**src/rtl/acc_matmul_engine.sv**
```systemverilog
// Unsigned C = A x B over sync-read memories; one C element per N+2 cycles, done_o at start+N*N*(N+2)+1.
// No backpressure: memories answer one cycle after the address, and start is ignored unless idle.
module acc_matmul_engine #(
  parameter int N  = 32,
  parameter int DW = 8,
  localparam int AW = $clog2(N * N)
) (
  input  logic          clk,
  input  logic          rst_n,
  input  logic          start,
  output logic          busy_o,
  output logic          done_o,
  output logic [AW-1:0] a_addr_o,
  input  logic [DW-1:0] a_data_i,
  output logic [AW-1:0] b_addr_o,
  input  logic [DW-1:0] b_data_i,
  output logic [AW-1:0] c_addr_o,
  output logic [DW-1:0] c_data_o,
  output logic          c_we_o
);

  localparam int KW  = $clog2(N);
  localparam int ACW = 2 * DW + KW;

  typedef enum logic [2:0] {IDLE, READ, DRAIN, WRITE, DONE} state_t;

  state_t          state, state_nxt;
  logic [KW-1:0]   i_q, j_q, k_q;
  logic [ACW-1:0]  acc_q;
  logic            rd_vld_q;
  logic [AW-1:0]   a_hold_q, b_hold_q;
  logic [2*DW-1:0] prod;
  logic            last_k, last_elem, sat;

  assign last_k    = (k_q == KW'(N - 1));
  assign last_elem = (i_q == KW'(N - 1)) && (j_q == KW'(N - 1));
  assign prod      = {{DW{1'b0}}, a_data_i} * {{DW{1'b0}}, b_data_i};
  assign sat       = |acc_q[ACW-1:DW];

  always_ff @(posedge clk) begin
    if (!rst_n) state <= IDLE;
    else        state <= state_nxt;
  end

  always_comb begin
    state_nxt = state;
    case (state)
      IDLE:    if (start) state_nxt = READ;
      READ:    if (last_k) state_nxt = DRAIN;
      DRAIN:   state_nxt = WRITE;
      WRITE:   state_nxt = last_elem ? DONE : READ;
      DONE:    state_nxt = IDLE;
      default: state_nxt = IDLE;
    endcase
  end

  // rd_vld_q marks the cycle in which read data for the previous READ cycle is present.
  always_ff @(posedge clk) begin
    if (!rst_n) begin
      i_q      <= '0;
      j_q      <= '0;
      k_q      <= '0;
      acc_q    <= '0;
      rd_vld_q <= 1'b0;
      a_hold_q <= '0;
      b_hold_q <= '0;
    end else begin
      rd_vld_q <= (state == READ);
      if (rd_vld_q) acc_q <= acc_q + ACW'(prod);
      case (state)
        IDLE: begin
          if (start) begin
            i_q   <= '0;
            j_q   <= '0;
            k_q   <= '0;
            acc_q <= '0;
          end
        end
        READ: begin
          a_hold_q <= {i_q, k_q};
          b_hold_q <= {k_q, j_q};
          k_q      <= k_q + KW'(1);
        end
        WRITE: begin
          acc_q <= '0;
          k_q   <= '0;
          j_q   <= j_q + KW'(1);
          if (j_q == KW'(N - 1)) i_q <= i_q + KW'(1);
        end
        default: ;
      endcase
    end
  end

  assign busy_o   = (state != IDLE);
  assign done_o   = (state == DONE);
  assign c_we_o   = (state == WRITE);
  assign a_addr_o = (state == READ) ? {i_q, k_q} : a_hold_q;
  assign b_addr_o = (state == READ) ? {k_q, j_q} : b_hold_q;
  assign c_addr_o = c_we_o ? {i_q, j_q} : '0;
  assign c_data_o = c_we_o ? (sat ? '1 : acc_q[DW-1:0]) : '0;

endmodule
```
**config.mk**
```make
export PLATFORM = sky130hd
export DESIGN_NAME = acc_matmul_engine
export DESIGN_NICKNAME = d
export VERILOG_FILES = /design/src/rtl/acc_matmul_engine.sv
export SDC_FILE = /design/constraint.sdc
export NUM_CORES = 1
export LEC_CHECK = 0
export ABC_AREA = 1
export BUFFER_PORTS_ARGS = -buffer_cell sky130_fd_sc_hd__clkbuf_2
export CORE_MARGIN = 4
export CORE_UTILIZATION = 44
export DETAILED_ROUTE_END_ITERATION = 16
export GPL_ROUTABILITY_DRIVEN = 0
export SLEW_MARGIN = 20
export SYNTH_ARGS = -nofsm -noshare
export SYNTH_HDL_FRONTEND = slang
export SYNTH_SLANG_ARGS = --single-unit
```
**constraint.sdc**
```tcl
create_clock -name clk -period 4.22 [get_ports clk]
set_clock_uncertainty 0.15 [all_clocks]
set_input_delay 0.422 -clock clk [delete_from_list [all_inputs] [get_ports clk]]
set_output_delay 0.422 -clock clk [all_outputs]
set_load 0.005 [all_outputs]
```
### After elaboration in Yosys (flattened, before gate mapping)

Cells that the tools add are included.

| word-level totals | value |
|---|---|
| register bits after elaboration | 60 |
| input port bits | 19 |
| output and inout bits | 41 |
| word-level logic and storage cells | 50 |

| operators by class | value |
|---|---|
| add/subtract/negate cells | 4 |
| multiply operators | 1 |
| equal/unequal tests | 10 |
| multiplexer cells | 17 |
| reductions and logical operators | 10 |

Operator list:

| operator | count |
|---|---|
| $mux 21 | 2 |
| $pmux 21 s2 | 1 |
| $mux 10 | 3 |
| $add 21x16->21 | 1 |
| $pmux 5 s2 | 2 |
| $mul 8x8->16 | 1 |
| $mux 8 | 2 |
| $add 5x1->5 const B | 3 |
| $eq 5x5->1 const B | 3 |
| $pmux 5 s3 | 1 |
| $reduce_or 13->1 | 1 |
| $pmux 3 s4 | 1 |
| $mux 5 | 2 |
| $mux 3 | 3 |
| $eq 3x2->1 const B | 2 |
| $reduce_and 2->1 | 3 |
| $reduce_bool 3->1 | 2 |
| $ne 2x2->1 const B | 2 |
| $eq 3x1->1 const B | 1 |
| $eq 3x3->1 const B | 1 |
| $logic_not 3->1 | 1 |
| $reduce_and 3->1 | 1 |
| $ne 2x1->1 const B | 1 |
| $reduce_bool 2->1 | 1 |
| $logic_and 1x1->1 | 1 |

### Logic depth before layout (Yosys ltp)

| depth | value |
|---|---|
| word-level depth | 5 |
| gate-level depth with buffers | 23 |
| depth with buffers taken out | 22 |

### Worst setup path after synthesis

Ideal clock, no wire load.

| timing path | value |
|---|---|
| path type | input to register |
| start point | input port b_data_i[4] |
| end point | register acc_q[15] |
| setup time | 0.109 ns |
| arrival | 3.999 ns |
| required time | 3.961 ns |
| path slack | -0.038 ns |
| stages on the path | 20 |
| buffers on the path | 1 |
| cell sequence | clkbuf_1 nand2_1 fa_1 inv_1 fa_1 fa_1 inv_1 fa_1 inv_1 ha_1 a21oi_1 nor2_1 nor2_1 nand2_1 nand2_1 nand2_1 nand2_1 nand3_1 nand2_1 inv_1 |

| between the ends | value |
|---|---|
| word-level cells in the longest chain between the ends | 5 |

RTL lines:

| item | line | source |
|---|---|---|
| start: declaration | 16 | `input logic [DW-1:0] b_data_i,` |
| $mul 8x8->16 * | 37 | `assign prod = {{DW{1'b0}}, a_data_i} * {{DW{1'b0}}, b_data_i};` |
| $add 21x16->21 * | 69 | `if (rd_vld_q) acc_q <= acc_q + ACW'(prod);` |
| $mux 21 * | 69 |  |
| $mux 21 | 72 | `if (start) begin` |
| $pmux 21 s2 * | 70 | `case (state)` |
| end signal: assignment | 69 |  |
| end: declaration | 29 | `logic [ACW-1:0] acc_q;` |

Every way passes the cells marked *; elsewhere a longest branch is shown, timed or not.
A chain may end at the register's enable or synchronous reset.

### Worst setup path in the final report

| timing path | value |
|---|---|
| start point | input port a_data_i[4] |
| end point | register acc_q[17] |

| between the ends | value |
|---|---|
| word-level cells in the longest chain between the ends | 5 |

RTL lines:

| item | line | source |
|---|---|---|
| start: declaration | 14 | `input logic [DW-1:0] a_data_i,` |
| $mul 8x8->16 * | 37 |  |
| $add 21x16->21 * | 69 |  |
| $mux 21 * | 69 |  |
| $mux 21 | 72 |  |
| $pmux 21 s2 * | 70 |  |

Marked as above.

==> flow_summary.json <==
{
  "ys_ff_latch": 60,
  "fin_hold_ws_ns": 0.321,
  "grt-ovfl-total": 0,
  "grt_pass1_vias": 5010,
  "required_ns": 4.31,
  "r2r_slack_ns": 0.26,
  "path_buf_inv": 7,
  "cts_made_buffers": 9,
  "track_usage": 0.187,
  "syn_inst": 821,
  "hold_buffers": 0,
  "critPathCaptureType": "register",
  "dpl_worst_slack_ns": -0.196,
  "layout-drive-gt1-share": 0.188,
  "p_leak_nw": 3.85,
  "grt_first_pass_wirelength_um": 22600,
  "timing.fmax_mhz": 248,
  "hold_violations": 0,
  "coreArea_sq_mm": 0.0127,
  "endpoint": "acc_q[17]",
  "portBuffers": 59,
  "cts_tree": "done",
  "cts_max_level": 3,
  "syn_avg_cell_area_sq_um": 6.94,
  "placed_cells": 1064,
  "rows": 41,
  "dieHeight_um": 122,
  "floorplan.io_pins": 60,
  "place_hpwl_um": 10600,
  "placed_cell_area_sq_mm": 0.00639,
  "synth_edf_count": 0,
  "cp_slowest_stage_delay_ns": 0.55,
  "antenna_found_initial": 0,
  "fin_crit_ns": 4.03,
  "cts_num_sinks": 60,
  "ant_nets": 0,
  "cts_buffer_depth": 2,
  "syn_area_sq_mm": 0.00570,
  "yosysTopAreaCell": "dfxtp_1",
  "drtPass1Iterations": 4,
  "area_delta_synth_final_pct": 20.7,
  "die-area_sq_mm": 0.0148,
  "postLayoutCellArea_sq_mm": 0.00687,
  "dr.first_iter.drc_count": 234,
  "critPathLaunch": "a_data_i[4]",
  "fin_nets": 1020,
  "r2r-start": "acc_q[7]",
  "reg2reg_to": "acc_q[17]",
  "worst-path-stages": 20,
  "cp_top_family": "adder cells",
  "slowest_stage": "fa_1",
  "drt-total-wl_um": 13100,
  "finalWorstSetupSlack_ns": 0.192,
  "hp-class": "reg2reg",
  "worstSetupPathType": "in2reg",
  "n_antenna_cell": 0,
  "peakVddDrop_v": 0.000294,
  "yosys.area.top_type_share": 0.211,
  "worstPathArrival_ns": 4.12,
  "path_clk_slew_ns": 0.06,
  "status": "finished, final reports clean",
  "r2r_cells": 18,
  "synth_area_leaders": "dfxtp_1, fa_1, inv_1",
  "fin_cells": 1081,
  "rsz0062_at_grt": "true",
  "async_flop_share": 0,
  "drc_errors": 0,
  "die-width_um": 122,
  "initial_utilization": 0.449,
  "start_kind": "input port",
  "slew_headroom": 0.298,
  "root_buffer": "clkbuf_16",
  "p_per_area_mw_per_mm2": 462,
  "wire_per_inst_um": 12.1,
  "crit_chain": "buf_2 -> nand2_2 -> fa_1 -> inv_1 -> fa_1 -> fa_1 -> inv_1 -> fa_1 -> inv_1 -> ha_4 -> buf_4 -> nand2_1 -> inv_1 -> nand3b_1 -> nand2_2 -> nand3_1 -> nand3_1 -> nand3_1 -> nand2_1 -> inv_1",
  "hold_depth": 2,
  "crit_fanout": 6,
  "vias": 5085,
  "grt_max_degree": 36,
  "maxCapViolations": 0,
  "clk_latency_ns": 0.33,
  "syn_nets": 937,
  "cpMostUsedCell": "inv_1",
  "yosysSeqAreaShare": 0.211,
  "synthFlopType": "dfxtp_1",
  "ys_warn_count": 0,
  "setup_tns_ns": 0,
  "post-route-period-util": 0.955,
  "vias_per_cell": 4.70,
  "setup_violations": 0,
  "maxSlewViolCount": 0,
  "tightestPinTransition_ns": 1.05,
  "synth.distinct_cells": 31
}
[cell usage in the layout, fill, tap and decap left out, types with 3 or more instances in the layout]
cell type and instances:
nand2_2 6, o21ai_0 20, buf_4 44, ha_4 5
a21oi_2 3, or2_2 11, nand3_1 39, nor2_1 54
bufinv_16 3, inv_2 6, nor4_1 3, clkbuf_2 54
a21oi_1 44, o211ai_1 6, dfxtp_1 59, nand4_1 3
a211oi_2 8, nand2_1 174, clkbuf_4 3, nor2_2 6
nor3_1 12, inv_1 216, a211oi_1 11, fa_1 49
clkbuf_16 9, ha_1 42
[worst reg2reg max path: cells and delay by family, from the launching register on]
kind / cells / cell delay [ns]
and+or+nand+nor: 7 / 0.68
buffers and inverters: 6 / 0.35
adders and majority gates: 5 / 2.30
DFF: 1 / 0.37
[kinds of logic after synthesis]
logic type                 synth area share
DFF                                   0.211
buffers and inverters                 0.171
AOI/OAI and AO/OA                     0.105
and+or+nand+nor                       0.235
adders and majority gates             0.279
[through the flow]
step	total power [mW]	utilization
2_1_floorplan	1.61	-
3_3_place_gp	2.12	0.504
3_5_place_dp	2.12	0.504
4_1_cts	3.03	0.533
5_1_grt	3.48	0.542
6_report	3.17	0.542
[worst min path at each step]
stage | startpoint | to | slack, ns
6_report | a_hold_q[1] | a_hold_q[1] | 0.32
5_1_grt | j_q[3] | j_q[3] | 0.36
4_1_cts | b_hold_q[8] | b_hold_q[8] | 0.32
3_5_place_dp | j_q[3] | j_q[3] | 0.31
3_3_place_gp | j_q[3] | j_q[3] | 0.31
2_1_floorplan | j_q[3] | j_q[3] | 0.29
[registers in the layout, indices dropped and copies added, names as in the netlist]
signal,flops
j_q,5
acc_q,21
state,3
k_q,5
a_hold_q,10
b_hold_q,10
rd_vld_q,1
i_q,5
[what timing repair did]
action / 4_1_cts / 5_1_grt
endpoints found under the setup margin: 0 / 14
resized for setup: 0 / 28
buffers inserted: 0 / 1
[per-layer routing]
layer  vias up  GRT usage  share of wire
met1      2346      0.241           0.45
met5         -          0              0
met4         0     0.0770          0.026
met2        84      0.320           0.49
li1       2636          -              -
met3        19     0.0218          0.033
[cells in the mapped netlist, types with 2 or more instances]
library cell	n
a211oi_1	11
a211oi_2	8
o21ai_0	20
nor2_2	3
ha_1	47
nor3_1	12
a21oi_1	48
nor4_1	3
nor2_1	57
a32o_1	2
inv_1	216
or2_2	11
nand4_1	3
buf_2	6
buf_4	2
clkbuf_1	22
nand3_1	39
dfxtp_1	60
nand2_1	179
fa_1	50
o211ai_1	6
inv_2	6
nand2_4	2
[where the power goes]
| part | leakage [nW] | total, mW | switching [mW] | internal [mW] |
|---|---|---|---|---|
| registers | 0.488 | 0.613 | 0.0173 | 0.596 |
| logic | 3.19 | 1.68 | 0.932 | 0.744 |
| clock network | 0.172 | 0.885 | 0.274 | 0.611 |
[layout make-up]
| cell class | count | area [sq um] |
|---|---|---|
| fillers | 1249 | 5800 |
| multi-input cells | 508 | 3630 |
| flip-flops and latches | 60 | 1200 |
| inverters | 222 | 833 |
| repair buffers | 103 | 633 |
| clock buffers | 11 | 253 |
| well taps | 172 | 215 |
| clock inverters | 5 | 106 |
Note: power is estimated with default switching activity, not from simulation.
